**src/rtl/dtc_pkg.sv**
```systemverilog
// Shared sizing helpers and the stage payload carried down the dtc_pipe levels.
package dtc_pkg;

   // Payload fields are sized for the largest supported configuration; unused
   // high bits stay zero and are trimmed by synthesis.
   localparam int MAX_N_IN = 64;
   localparam int MAX_AW   = 9;

   typedef struct packed {
      logic                valid;
      logic [MAX_N_IN-1:0] sample;
      logic [MAX_AW-1:0]   node;
   } stage_t;

   function automatic int dtc_fi_w(input int n_in);
      return $clog2(n_in);
   endfunction

   function automatic int dtc_n_node(input int depth);
      return (1 << depth) - 1;
   endfunction

   function automatic int dtc_leaf_base(input int depth);
      return dtc_n_node(depth);
   endfunction

   function automatic int dtc_max(input int a, input int b);
      return (a > b) ? a : b;
   endfunction

endpackage

```
**src/rtl/dtc_level.sv**
```systemverilog
// One tree level: selects the feature bit named by the incoming node and
// registers the sample together with the chosen child node.
module dtc_level
   import dtc_pkg::*;
#(
   parameter  int N_IN   = 12,
   parameter  int DEPTH  = 4,
   localparam int FI_W   = dtc_fi_w(N_IN),
   localparam int N_NODE = dtc_n_node(DEPTH)
) (
   input  logic                             clk,
   input  logic                             rst_n,
   input  logic                             adv,
   input  logic [N_NODE-1:0][FI_W-1:0]      feat,
   input  stage_t                           d,
   output stage_t                           q
);

   logic [FI_W-1:0] f;
   logic            b;
   stage_t          nxt;

   // Feature indices at or beyond N_IN match no input bit, so b falls to 0.
   always_comb begin
      f = '0;
      for (int i = 0; i < N_NODE; i++) begin
         f = f | (feat[i] & {FI_W{d.node == MAX_AW'(i)}});
      end
      b = 1'b0;
      for (int j = 0; j < N_IN; j++) begin
         b = b | (d.sample[j] & (f == FI_W'(j)));
      end
      nxt      = d;
      nxt.node = {d.node[MAX_AW-2:0], 1'b0} + MAX_AW'(1) + MAX_AW'(b);
   end

   // Stage register shifts only when the whole pipe advances.
   always_ff @(posedge clk or negedge rst_n) begin
      if (!rst_n) begin
         q <= '0;
      end else if (adv) begin
         q <= nxt;
      end
   end

endmodule

```
**src/rtl/dtc_pipe.sv**
```systemverilog
// Runtime-programmable decision-tree classifier, one pipeline stage per tree
// level, with a writable node/leaf table and valid/ready streaming.
module dtc_pipe
   import dtc_pkg::*;
#(
   parameter  int N_IN   = 12,
   parameter  int DEPTH  = 4,
   parameter  int CLS_W  = 3,
   localparam int FI_W   = dtc_fi_w(N_IN),
   localparam int N_NODE = dtc_n_node(DEPTH),
   localparam int N_LEAF = N_NODE + 1,
   localparam int AW     = DEPTH + 1,
   localparam int CFG_W  = dtc_max(FI_W, CLS_W)
) (
   input  logic              clk,
   input  logic              rst_n,
   input  logic              in_valid,
   output logic              in_ready,
   input  logic [N_IN-1:0]   inp,
   output logic              out_valid,
   input  logic              out_ready,
   output logic [CLS_W-1:0]  outp,
   input  logic              cfg_we,
   input  logic [AW-1:0]     cfg_addr,
   input  logic [CFG_W-1:0]  cfg_data,
   output logic              busy
);

   localparam int LEAF_BASE = dtc_leaf_base(DEPTH);

   logic [N_NODE-1:0][FI_W-1:0]  feat;
   logic [N_LEAF-1:0][CLS_W-1:0] leaf;
   stage_t                       head;
   stage_t                       lvl_in [DEPTH];
   stage_t                       st     [DEPTH];
   stage_t                       last;
   logic [CLS_W-1:0]             cls;
   logic                         adv;
   logic                         unused_tail;

   assign adv         = !out_valid || out_ready;
   assign in_ready    = adv && !cfg_we;
   assign last        = st[DEPTH-1];
   assign unused_tail = ^{last.sample, last.valid};

   // Addresses past the last leaf match no entry and are dropped.
   always_ff @(posedge clk or negedge rst_n) begin
      if (!rst_n) begin
         feat <= '0;
         leaf <= '0;
      end else if (cfg_we) begin
         for (int i = 0; i < N_NODE; i++) begin
            if (cfg_addr == AW'(i)) feat[i] <= cfg_data[FI_W-1:0];
         end
         for (int i = 0; i < N_LEAF; i++) begin
            if (cfg_addr == AW'(LEAF_BASE + i)) leaf[i] <= cfg_data[CLS_W-1:0];
         end
      end
   end

   // Level 0 starts from the root with the sample taken straight off inp.
   always_comb begin
      head        = '0;
      head.valid  = in_valid && in_ready;
      head.sample = MAX_N_IN'(inp);
   end

   generate
      for (genvar s = 0; s < DEPTH; s++) begin : g_level
         if (s == 0) begin : g_head
            assign lvl_in[s] = head;
         end else begin : g_chain
            assign lvl_in[s] = st[s-1];
         end
         dtc_level #(.N_IN(N_IN), .DEPTH(DEPTH)) u_level (
            .clk   (clk),
            .rst_n (rst_n),
            .adv   (adv),
            .feat  (feat),
            .d     (lvl_in[s]),
            .q     (st[s])
         );
      end
   endgenerate

   // Leaf class lookup for the node leaving the last level.
   always_comb begin
      cls = '0;
      for (int i = 0; i < N_LEAF; i++) begin
         cls = cls | (leaf[i] & {CLS_W{last.node == MAX_AW'(LEAF_BASE + i)}});
      end
   end

   // Output register follows the same advance as the stages.
   always_ff @(posedge clk or negedge rst_n) begin
      if (!rst_n) begin
         out_valid <= 1'b0;
         outp      <= '0;
      end else if (adv) begin
         out_valid <= last.valid;
         outp      <= cls;
      end
   end

   // Any valid stage or a pending output keeps the pipe busy.
   always_comb begin
      busy = out_valid;
      for (int s = 0; s < DEPTH; s++) begin
         busy = busy | st[s].valid;
      end
   end

endmodule

```
**config.mk**
```make
export PLATFORM = sky130hd
export DESIGN_NAME = dtc_pipe
export DESIGN_NICKNAME = d
export VERILOG_FILES = /design/src/rtl/dtc_pkg.sv /design/src/rtl/dtc_level.sv /design/src/rtl/dtc_pipe.sv
export SDC_FILE = /design/constraint.sdc
export NUM_CORES = 1
export LEC_CHECK = 0
export BUFFER_PORTS_ARGS = -buffer_cell sky130_fd_sc_hd__buf_2
export CAP_MARGIN = 20
export CORE_MARGIN = 10
export CORE_UTILIZATION = 40
export CTS_CLUSTER_DIAMETER = 40
export DETAILED_ROUTE_END_ITERATION = 10
export SETUP_SLACK_MARGIN = 0.2
export SLEW_MARGIN = 30
export SYNTH_ARGS = -nofsm -noshare
export SYNTH_HDL_FRONTEND = slang
export SYNTH_HIERARCHICAL = 1
export SYNTH_SLANG_ARGS = --single-unit
```
**constraint.sdc**
```tcl
create_clock -name clk -period 8 [get_ports clk]
set_clock_uncertainty 0.15 [all_clocks]
set_input_delay 0.4 -clock clk [delete_from_list [all_inputs] [get_ports clk]]
set_output_delay 0.4 -clock clk [all_outputs]
set_load 0.01 [all_outputs]
```
-- Word-level counts from Yosys, hierarchy flattened
Index checks and enable logic that the tools add are counted.
- output and inout bits: 6
- bits in writable memories: 0
- latch bits: 0
- register bits after elaboration: 188
- word-level logic and storage cells: 441
- bits in read-only memories: 0
- bits of input ports: 26
- memories: 0
- shift-type cells: 0
- multiplexer cells: 0
- div/mod/pow operators: 0
- order comparisons: 0
- reduce and logical (&&, ||, !) cells: 44
- $add $sub $neg: 7
- multipliers: 0
- equality and inequality tests: 132
- bitwise operators: 214
- operators by type and width (operator ; count):
    $eq 9x4->1 const B ; 22
    $and 4x4->4 ; 45
    $or 4x4->4 ; 42
    $eq 9x5->1 const B ; 15
    $eq 9x3->1 const B ; 12
    $eq 5x5->1 const B ; 15
    $eq 4x3->1 const B ; 16
    $eq 4x4->1 const B ; 16
    $reduce_and 2->1 ; 31
    $eq 9x2->1 const B ; 6
    $and 1x1->1 ; 48
    $and 3x3->3 ; 16
    $or 1x1->1 ; 48
    $or 3x3->3 ; 15
    $eq 5x4->1 const B ; 8
    $eq 4x2->1 const B ; 8
    $add 9x1->9 ; 3
    $add 9x1->9 const B ; 3
    $eq 9x1->1 const B ; 3
    $logic_not 9->1 ; 3
    $eq 5x3->1 const B ; 4
    $eq 4x1->1 const B ; 4
    $logic_not 4->1 ; 4
    $eq 5x2->1 const B ; 2
    other kinds (6) ; 8

-- Longest topological paths before layout
- depth in word-level cells: 30
- mapped depth: 15
- depth with buffers taken out: 11

-- Modules after synthesis
The synthesis kept the hierarchy.
- modules (own cells, without submodules) (module ; area each (um^2) ; cells each ; times used):
    dtc_level ; 3881.2 ; 328 ; 4
    dtc_pipe ; 5008.6 ; 373 ; 1

-- Worst setup path before layout
OpenSTA, ideal clock, no wires.
- path type: reg2reg
- from: reg g_level[0].u_level/q[5] (netlist name)
- to: reg g_level[1].u_level/q[6] (netlist name)
- cell stages (with the launch flop): 13
- setup slack: 4369 ps
- arrival: 3343 ps
- setup time: 138 ps
- cell sequence: dfrtp_1 -> or4_1 -> buf_2 -> or4_1 -> nand3_1 -> mux2_2 -> o2111a_1 -> or3_1 -> buf_6 -> ha_1 -> nand3_1 -> xor2_1 -> a21oi_1
- word-level cells in the longest chain between the ends: 30
- elaborated cells on any way between the ends: 81
- ends and longest elaborated chain (element ; RTL line ; RTL):
    from (decl) ; dtc_level.sv:16 ; output stage_t q
    from (signal assigned) ; dtc_level.sv:42 ; q <= nxt;
    $eq 9x1->1 / $logic_not 9->1 (equally long branches) ; dtc_level.sv:27 ; f = f | (feat[i] & {FI_W{d.node == MAX_AW'(i)}});
    $and 4x4->4 ; dtc_level.sv:27 ;
    $or 4x4->4 (14 in a row) ; dtc_level.sv:27 ;
    $eq 4x1->1 / $logic_not 4->1 (equally long branches) ; dtc_level.sv:31 ; b = b | (d.sample[j] & (f == FI_W'(j)));
    $and 1x1->1 ; dtc_level.sv:31 ;
    $or 1x1->1 (11 in a row) ; dtc_level.sv:31 ;
    $add 9x1->9 * ; dtc_level.sv:34 ; nxt.node = {d.node[MAX_AW-2:0], 1'b0} + MAX_AW'(1) + MAX_AW'(b);
    to (signal assigned) ; dtc_level.sv:42 ;
    to (decl) ; dtc_level.sv:16 ;
Mark *: on every way between the ends. The rest lies on a longest branch, timed or not.
A chain may end at the register's enable or synchronous reset.

-- Worst setup path in the final report
- from: reg g_level[0].u_level/q[0] (netlist name)
- to: reg g_level[1].u_level/q[4] (netlist name)
The elaborated chain is that of the path after synthesis.

==> impl_metrics.ini <==
[setup_path]
slowest_delay_ps = 660
worst_ep_required_time_ps = 8150
r2r_setup_slack_ps = 3760
crit_cells = 12
start_kind = flip-flop
critPathCaptureType = flip-flop
cpMostUsedCell = or3_1
r2r_end = g_level[1].u_level/q[4]
crit_buf_inv = 1
path_cells = buf_4, mux2i_1, a2111oi_0, o211a_1, or3_1, or4b_1, a31oi_2, or3_1, ha_1, nand3_1, xnor2_1, a21oi_1
crit_type = flip-flop to flip-flop
r2r_cells = 12
slowest_stage = dfrtp_1
critPathArrivalTime_ps = 4380
r2r-start = g_level[0].u_level/q[0]
crit_family = simple AND/OR/NAND/NOR gates
worstPathMaxFanout = 21

[floorplanning]
core.rowCount = 64
die_w_um = 197
ios = 32
start_util = 0.407
die_area_mm2 = 0.0387
fp.dieH_um = 197
core_area_mm2 = 0.0307

[timing]
tightest_slew_ps = 935
period_needed_ps = 4240
finalMaxSlewViolations = 0
max_freq_mhz = 236
hold_ws_ps = 57.7
slew_headroom = 0.377
fin_crit_sh = 0.529
rsz0062_at_grt = false
tns_ps = 0
fin_ws_ps = 3760
setup_viol = 0
hold_viol_final = 0

[pwr]
p_leak_nw = 5.62
peakVddDrop_uv = 149
power_w = 0.00396
pwr_density_cell_mw_per_mm2 = 293

[final_layout]
postLayoutCoreUtil = 0.440
area_delta_synth_final_pct = 8.16
insertedDiodeCount = 0
final_layout_size_suffix_gt1_frac = 0.256
nNetsFinal = 1252
fillCellCount = 2896

[grt]
grt_max_degree = 121
met2_usage = 0.294
grt_pass1_wl_mm = 60.2
antenna_found_initial = 0
track_usage = 0.199
grtUsageMet3 = 0.0356
grtUsageMet1 = 0.285
busiest_layer = met2
grt_pass1_vias = 9685
overflow = 0

[min_path]
hp-start = inp[1]
min_to = g_level[0].u_level/q[10]
hold_depth = 2
hold_class = input port to flip-flop

[routing]
antenna_left = 0
routedWlPerCell_um = 23.7
first_pass_iters = 5
drc = 0
wl_mm = 38.7
vias = 10100
viasPerCell = 6.22
drt_iter0_markers = 1312

[synthesis]
syn_avg_cell_area_um2 = 10.2
syn-cell-area_mm2 = 0.0125
synth_cells = 1228
yosysWarnings = 6

[status]
status = completed

[clock_tree]
clk_path_buf_depth = 2
htreeDepth = 4
worstSkewPairLatency_ps = 450
cts_buffers = 17
clk_pin_slew_ps = 70
cts_tree = built
cts.sinks = 188
cts_resized = 0
clk_root_buffer_cell = clkbuf_16

[flow_run]
cap_viol_max_count = 0

[place]
port_buffers = 31
gp_congestion = 0.961
place_ws_ps = 3660
dp_hpwl_mm = 26.9
## area by class of cell
cell class / count / area (um^2) / share of cell area
Clock buffer: 18 / 439 / 0.0325
Clock inverter: 14 / 178 / 0.0132
Inverter: 33 / 125 / 0.00926
Multi-Input combinational cell: 943 / 7310 / 0.541
Sequential cell: 188 / 4710 / 0.349
Tap cell: 396 / 495 / 0.0367
Timing Repair Buffer: 39 / 251 / 0.0186
## registers in the layout, summed over array words and instances, names as in the netlist
register	flops
feat	60
g_level.u_level/q	76
outp	3
leaf	48
out_valid	1
## through the flow
| stage | cell area, um^2 | cells |
|---|---|---|
| after floorplan | 12600 | 1263 |
| after global placement | 12800 | 1597 |
| after detailed placement | 12800 | 1597 |
| after CTS | 13500 | 1629 |
| after global routing | 13500 | 1631 |
| final | 13500 | 1631 |
## worst max path at each step
stage,startpoint,endpoint
floorplan,g_level[2].u_level/q[5],g_level[3].u_level/q[6]
detailed placement,g_level[2].u_level/q[3],g_level[3].u_level/q[4]
finish,g_level[0].u_level/q[0],g_level[1].u_level/q[4]
global route,g_level[0].u_level/q[2],g_level[1].u_level/q[4]
global placement,g_level[2].u_level/q[3],g_level[3].u_level/q[4]
CTS,g_level[2].u_level/q[3],g_level[3].u_level/q[8]
## routing by layer
layer  share of wire  vias to the layer above
met5               0                        -
met4           0.034                        0
met3           0.062                       68
met2            0.44                      376
met1            0.47                     5074
li1                -                     4627
## power by group
part | total (W) | internal (W) | switching, W
sequential | 0.00178 | 0.00121 | 0.000567
combinational | 0.00129 | 0.000632 | 0.000661
clock | 0.000894 | 0.000456 | 0.000438
total | 0.00396 | 0.00230 | 0.00167
## timing repair
| item | 4_1_cts | 5_1_grt |
|---|---|---|
| setup buffers | 0 | 0 |
| hold buffers | 0 | 1 |
| hold endpoints to repair | 0 | 42 |
## cells in the final DEF (no fill, tap or decap), types with 11 or more instances in the layout
master,n
o21ai_0,18
o31ai_1,16
mux2_2,175
or3_1,16
clkbuf_16,17
buf_2,30
nand2_1,55
mux2i_1,60
nor3_1,30
dfrtp_1,185
nand4_1,19
a221oi_1,11
nand3b_1,21
a21oi_1,51
inv_1,32
a22o_1,12
nand3_1,30
and3_1,16
conb_1,36
nor2_1,78
a211oi_1,33
o211ai_2,12
nor2b_1,25
a31oi_1,14
(Power assumes the default switching activity.)
